$ cat config.mk
export PLATFORM = sky130hd
export DESIGN_NAME = frame_ram_scheduler
export DESIGN_NICKNAME = d
export VERILOG_FILES = /design/src/rtl/frame_ram_scheduler.sv
export SDC_FILE = /design/constraint.sdc
export NUM_CORES = 1
export LEC_CHECK = 0
export CORE_MARGIN = 5
export CORE_UTILIZATION = 37
export DETAILED_ROUTE_END_ITERATION = 12
export PLACE_DENSITY = 0.8
export SYNTH_ARGS = -nofsm -noshare
export SYNTH_HDL_FRONTEND = slang
export SYNTH_SLANG_ARGS = --single-unit
$ cat constraint.sdc
create_clock -name clk_i -period 2.55 [get_ports clk_i]
set_input_delay 0.255 -clock clk_i [delete_from_list [all_inputs] [get_ports clk_i]]
set_output_delay 0.255 -clock clk_i [all_outputs]
set_load 0.02 [all_outputs]
$ cat src/rtl/frame_ram_scheduler.sv
`default_nettype none
// ----------------------------------------------------------------------------
// frame_ram_scheduler: shares one frame RAM between a Sobel pass (writes)
// and the display scaler (reads), handing ownership over at frame starts.
// Rev 1.0
// ----------------------------------------------------------------------------
module frame_ram_scheduler #(
  parameter int width_p       = 4,
  parameter int depth_p       = 19200,
  parameter int conv_pixels_p = 18644,
  localparam int addr_w       = $clog2(depth_p)
) (
  input  logic                clk_i,
  input  logic                reset_i,
  input  logic                start_i,
  input  logic [addr_w-1:0]   sep_rd_addr_i,
  input  logic [addr_w-1:0]   disp_rd_addr_i,
  input  logic                sobel_valid_i,
  input  logic [width_p-1:0]  sobel_data_i,
  input  logic                frame_i,
  output logic [addr_w-1:0]   rd_addr_o,
  output logic                wr_en_o,
  output logic [addr_w-1:0]   wr_addr_o,
  output logic [width_p-1:0]  wr_data_o,
  output logic                sep_en_o,
  output logic                disp_sel_o,
  output logic                done_o,
  output logic                err_o
);

  localparam logic [addr_w-1:0] c_last_cnt = addr_w'(conv_pixels_p - 1);

  typedef enum logic [1:0] {
    S_IDLE       = 2'd0,
    S_RUN        = 2'd1,
    S_WAIT_FRAME = 2'd2,
    S_DISPLAY    = 2'd3
  } state_t;

  state_t              r_state;
  state_t              w_state_nxt;
  logic [addr_w-1:0]   r_cnt;
  logic [addr_w-1:0]   w_cnt_nxt;
  logic                r_done;
  logic                r_err;
  logic                w_last_wr;
  logic                w_sep_en;
  logic                w_disp_sel;
  logic                w_wr_en;
  logic [addr_w-1:0]   w_rd_addr;
  logic                w_bad_wr;

  // Any Sobel result arriving while the pass is not running is a protocol error.
  assign w_bad_wr = sobel_valid_i && (r_state != S_RUN);

  always_ff @(posedge clk_i or posedge reset_i) begin
    if (reset_i) begin
      r_state <= S_IDLE;
      r_cnt   <= '0;
      r_done  <= 1'b0;
      r_err   <= 1'b0;
    end else begin
      r_state <= w_state_nxt;
      r_cnt   <= w_cnt_nxt;
      r_done  <= w_last_wr;
      r_err   <= r_err | w_bad_wr;
    end
  end

  always_comb begin
    w_state_nxt = r_state;
    w_cnt_nxt   = r_cnt;
    w_last_wr   = 1'b0;
    w_sep_en    = 1'b0;
    w_disp_sel  = 1'b0;
    w_wr_en     = 1'b0;
    w_rd_addr   = '0;
    case (r_state)
      S_IDLE: begin
        if (start_i) begin
          w_state_nxt = S_RUN;
          w_cnt_nxt   = '0;
        end
      end
      S_RUN: begin
        w_sep_en  = 1'b1;
        w_rd_addr = sep_rd_addr_i;
        w_wr_en   = sobel_valid_i;
        if (sobel_valid_i) begin
          // The final write is issued this cycle; leave RUN only afterwards.
          w_cnt_nxt = r_cnt + addr_w'(1);
          if (r_cnt == c_last_cnt) begin
            w_last_wr   = 1'b1;
            w_state_nxt = S_WAIT_FRAME;
          end
        end
      end
      S_WAIT_FRAME: begin
        if (frame_i) begin
          w_state_nxt = S_DISPLAY;
        end
      end
      S_DISPLAY: begin
        w_disp_sel = 1'b1;
        w_rd_addr  = disp_rd_addr_i;
        if (start_i) begin
          w_state_nxt = S_RUN;
          w_cnt_nxt   = '0;
        end
      end
      default: begin
        w_state_nxt = S_IDLE;
        w_cnt_nxt   = '0;
      end
    endcase
  end

  assign rd_addr_o  = w_rd_addr;
  assign wr_en_o    = w_wr_en;
  assign wr_addr_o  = r_cnt;
  assign wr_data_o  = sobel_data_i;
  assign sep_en_o   = w_sep_en;
  assign disp_sel_o = w_disp_sel;
  assign done_o     = r_done;
  assign err_o      = r_err;

endmodule
`default_nettype wire

== Word level (Yosys, flattened, before mapping) ==
Index checks and enable logic that the tools add are counted.

* Input bits: 39
* Output and inout bits: 39
* Flip-flop bits (word level): 19
* Word-level logic and storage cells: 36

* Mux-type cells: 15
* Equality and inequality tests: 9
* Bitwise operators: 1
* Reduce and logical (&&, ||, !) cells: 6
* Add/sub/neg operators: 1

{| class="wikitable"
|+ Operators with widths
! cell !! number
|-
| case mux 15 bit (2 select lines) || 2
|-
| 2-to-1 mux 15 bit || 2
|-
| adder 15 x 1 -> 15 bit (second input constant) || 1
|-
| equality test 15 bit (second input constant) || 1
|-
| 2-to-1 mux 2 bit || 4
|-
| 2-to-1 mux 1 bit || 6
|-
| inequality test 2 bit (second input constant) || 3
|-
| case mux 2 bit (3 select lines) || 1
|-
| equality test 2 bit (second input constant) || 2
|-
| inequality test 2 x 1 -> 1 bit (second input constant) || 2
|-
| AND reduction 4 bit || 1
|-
| AND reduction 3 bit || 1
|-
| equality test 2 x 1 -> 1 bit (second input constant) || 1
|-
| logical NOT 2 bit || 1
|-
| nonzero test 2 bit || 1
|-
| OR reduction 2 bit || 1
|-
| logical AND 1 bit || 1
|-
| bitwise OR 1 bit || 1
|}

== Logic depth before layout (Yosys ltp) ==
* Word-level depth: 4
* Mapped depth: 8
* Mapped depth without buffers: 6

== Least setup slack after synthesis ==
No wires, ideal clock.

* Kind: reg2out
* Start: register r_state[1]
* End: output port rd_addr_o[0]
* Stages on the path, launching flop included: 6
* Path slack: 633 ps
* Arrival time: 1662 ps
* Path buffers: 2
* Data required time: 2295 ps
* Cells stage by stage: dfrtp_1 inv_1 ha_1 clkbuf_1 clkbuf_1 a22o_1

* Cells in the longest elaborated chain, start to end: 2
* Elaborated cells on any way between the ends: 3
* Those cells by class: 2 x eq/ne; 1 x mux

{| class="wikitable"
|+ Ends and longest elaborated chain
! item !! RTL line !! RTL
|-
| start: declaration || 40 || <nowiki>state_t r_state;</nowiki>
|-
| start signal: assignment || 63 || <nowiki>r_state <= w_state_nxt;</nowiki>
|-
| equality test 2 bit / equality test 2 x 1 -> 1 bit (equally long branches) || 78 || <nowiki>case (r_state)</nowiki>
|-
| case mux 15 bit (2 select lines) (*) || 78 ||
|-
| end: declaration || 21 || <nowiki>output logic [addr_w-1:0] rd_addr_o,</nowiki>
|}

Every way passes the cells marked *; elsewhere a longest branch is shown, timed or not.

== Worst setup path in the final report ==
* Start: register r_state[1]
* End: output port rd_addr_o[6]

Same word-level chain as after synthesis.

==> flow_metrics.tcl <==
set metrics [dict create \
    slew_headroom 0.528 \
    swShare 0.435 \
    yosysUniqueCellTypes 35 \
    whs_ps 364 \
    portBuffers 69 \
    vias 1335 \
    design_area_um2 2000 \
    cp_max_fo 15 \
    route.detailed.drc 0 \
    wirelength_mm 3.91 \
    cp_slowest_cell "clkdlybuf4s50_1" \
    hold_path_class "input pin to async pin" \
    ys.flop_type "dfrtp_1" \
    post_drt_wl_per_cell_um 16.0 \
    drive_above_1_share 0.0505 \
    clockBufferDepth 2 \
    fin_util 0.599 \
    p_sw_w 0.000701 \
    setup_tns_ps 0 \
    gr-usage-all-layers 0.166 \
    dpl.hpwl_mm 3.13 \
    p_leak_nw 0.830 \
    rows 21 \
    finalCritPeriodShare 0.936 \
    hold_viol 0 \
    grt_antenna_before_repair 0 \
    drv_cap 0 \
    postRouteAntennaNets 0 \
    synthArstFlopShare 1.00 \
    worstPathArrival_ps 2130 \
    cts_max_level 1 \
    cts_tree "yes" \
    core_um2 3340 \
    final_cells 244 \
    worst_slew_pin_slew_ps 708 \
    cts_root_buf "clkbuf_4" \
    ys_ff_latch 19 \
    cell_internal_pwr_w 0.000910 \
    path_class "flop to output pin" \
    numCtsBuffers 3 \
    power_frac_clock 0.093 \
    max_stage_delay_ps 620 \
    ios 78 \
    grt_pass1_vias 1328 \
    finalSetupViolCount 0 \
    dp.cells 240 \
    synth_edf_count 0 \
    synth_fp_nets 178 \
    rsz0062_at_grt "false" \
    syn_area_per_cell_um2 9.46 \
    via_per_inst 5.47 \
    power_frac_seq 0.223 \
    nets 243 \
    mappedNetlistArea_um2 1270 \
    grt_overflow 0 \
    finClkSkew_ps 2.53 \
    placed_cell_area_um2 1960 \
    run_status "completed" \
    die_h_um 68.5 \
    cp.required_ps 2300 \
    power_frac_comb 0.683 \
    fill_cells 305 \
    clk_pin_slew_worst_paths_ps 100 \
    start_util 0.380 \
    ys_warn_count 0 \
    vdd_drop_max_mv 0.262 \
    clk_latency_ps 290 \
    ys_seq_area_frac 0.375 \
    min_period_ps 2390 \
    n_antenna_cell 0 \
    grt_pass1_wl_mm 5.99 \
    cellPowerDensity_nw_per_um2 806 \
    cp_cell_sequence "inv_1 > ha_2 > buf_4 > a22o_1 > clkdlybuf4s50_1" \
    place.gp.congestion 0.827 \
    cp_num_buf_inv 3 \
    grt_max_degree 20 \
    max_freq_mhz 419 \
    startpoint_type "flop" \
    drt_iter0_drc 66 \
    worstSetupEndpointType "output pin" \
    die-width_um 68.5 \
    dr.pass1.iters 4 \
    clock-sinks 19 \
    netlist_instances 134 \
    maxSlewViolCount 0 \
    synthToLayoutAreaGrowth_pct 57.7 \
    dieArea_um2 4700 \
    cp_top_family "buffers and inverters" \
    cts_setup_buffers 0 \
]
-- final timing paths --
path,start,to,slack [ps],cells past startpoint
setup / recovery,r_state[1]$_DFFE_PP0P_,rd_addr_o[6],160,5
hold / removal,reset_i,wr_addr_o[2]$_DFFE_PP0P_,360,2
setup reg to reg,r_state[0]$_DFFE_PP0P_,wr_addr_o[11]$_DFFE_PP0P_,320,6
hold reg to reg,err_o$_DFF_PP0_,err_o$_DFF_PP0_,470,1
max in group asynchronous,reset_i,wr_addr_o[4]$_DFFE_PP0P_,1740,2
min in group clk_i,err_o$_DFF_PP0_,err_o$_DFF_PP0_,470,1
-- Yosys cell counts (2+ instances only) --
| cell | count | area share |
|---|---|---|
| nand2b_1 | 2 | 0.0099 |
| or4_1 | 6 | 0.036 |
| clkbuf_1 | 4 | 0.012 |
| dfrtp_1 | 19 | 0.38 |
| nor2_1 | 4 | 0.012 |
| o21ai_0 | 6 | 0.024 |
| a21oi_1 | 9 | 0.036 |
| a21o_1 | 2 | 0.012 |
| a22o_1 | 15 | 0.10 |
| nand2_1 | 11 | 0.033 |
| mux2i_1 | 3 | 0.024 |
| buf_2 | 2 | 0.0079 |
| nand3_1 | 3 | 0.012 |
| o31ai_1 | 5 | 0.030 |
| or3_1 | 3 | 0.015 |
| inv_1 | 8 | 0.024 |
| ha_1 | 5 | 0.049 |
| nor4b_1 | 2 | 0.014 |
| nor3b_1 | 2 | 0.012 |
| xor2_1 | 3 | 0.021 |
| nand4_1 | 3 | 0.015 |
| buf_4 | 4 | 0.024 |
-- through the flow --
stage | setup slack [ps] | total power, W
finish | 163 | 0.00161
global route | 47.7 | 0.00171
CTS | 1.81 | 0.00162
detailed placement | 160 | 0.00146
global placement | 379 | 0.00142
floorplan | 633 | 0.00101
-- placed cells by master, fill, tap and decap left out, types with 4 or more instances in the layout --
master           count
a22o_1              15
o31ai_1              5
or4_1                6
a21oi_1              9
clkdlybuf4s50_1     69
nand2_1             11
ha_1                 4
dfrtp_1             19
nor2_1               4
o21ai_0              6
inv_1                8
-- registers in the layout, indices dropped and copies added, names as in the netlist --
name       count
wr_addr_o     15
r_state        2
err_o          1
done_o         1
-- final cells by class --
cell class	count	area (um^2)	share of cell area
clock buffer	4	26.3	0.0131
inverter	8	30.0	0.0150
multi-input combinational	96	703	0.352
sequential	19	475	0.238
tap	46	57.6	0.0288
timing repair buffer	71	706	0.353
-- logic make-up after synthesis --
family | Yosys count | share of synthesized area
fa+ha+maj | 5 | 0.0494
xor+xnor | 3 | 0.0207
simple gates | 43 | 0.216
mux | 3 | 0.0237
flops | 19 | 0.375
buf+inv | 19 | 0.0760
compound gates | 42 | 0.239
-- per-layer routing --
layer,vias to the layer above,share of wire,global-route usage
li1,631,-,-
met1,628,0.37,0.183
met3,4,0.15,0.0486
met4,0,0.0069,0.0372
met2,72,0.47,0.311
met5,-,0,0
-- power groups by stage --
stage	clock [W]	sequential (W)	combinational, W
after floorplan	0	0.000373	0.000639
after global placement	0	0.000363	0.00106
after detailed placement	0	0.000366	0.00110
after CTS	0.000155	0.000360	0.00110
after global routing	0.000164	0.000366	0.00118
final	0.000150	0.000360	0.00110
-- what timing repair did --
action | CTS | global route
gates resized for setup | 0 | 2
setup endpoints to repair | 0 | 11
hold buffers | 0 | 0
Note: power is estimated with default switching activity, not from simulation.
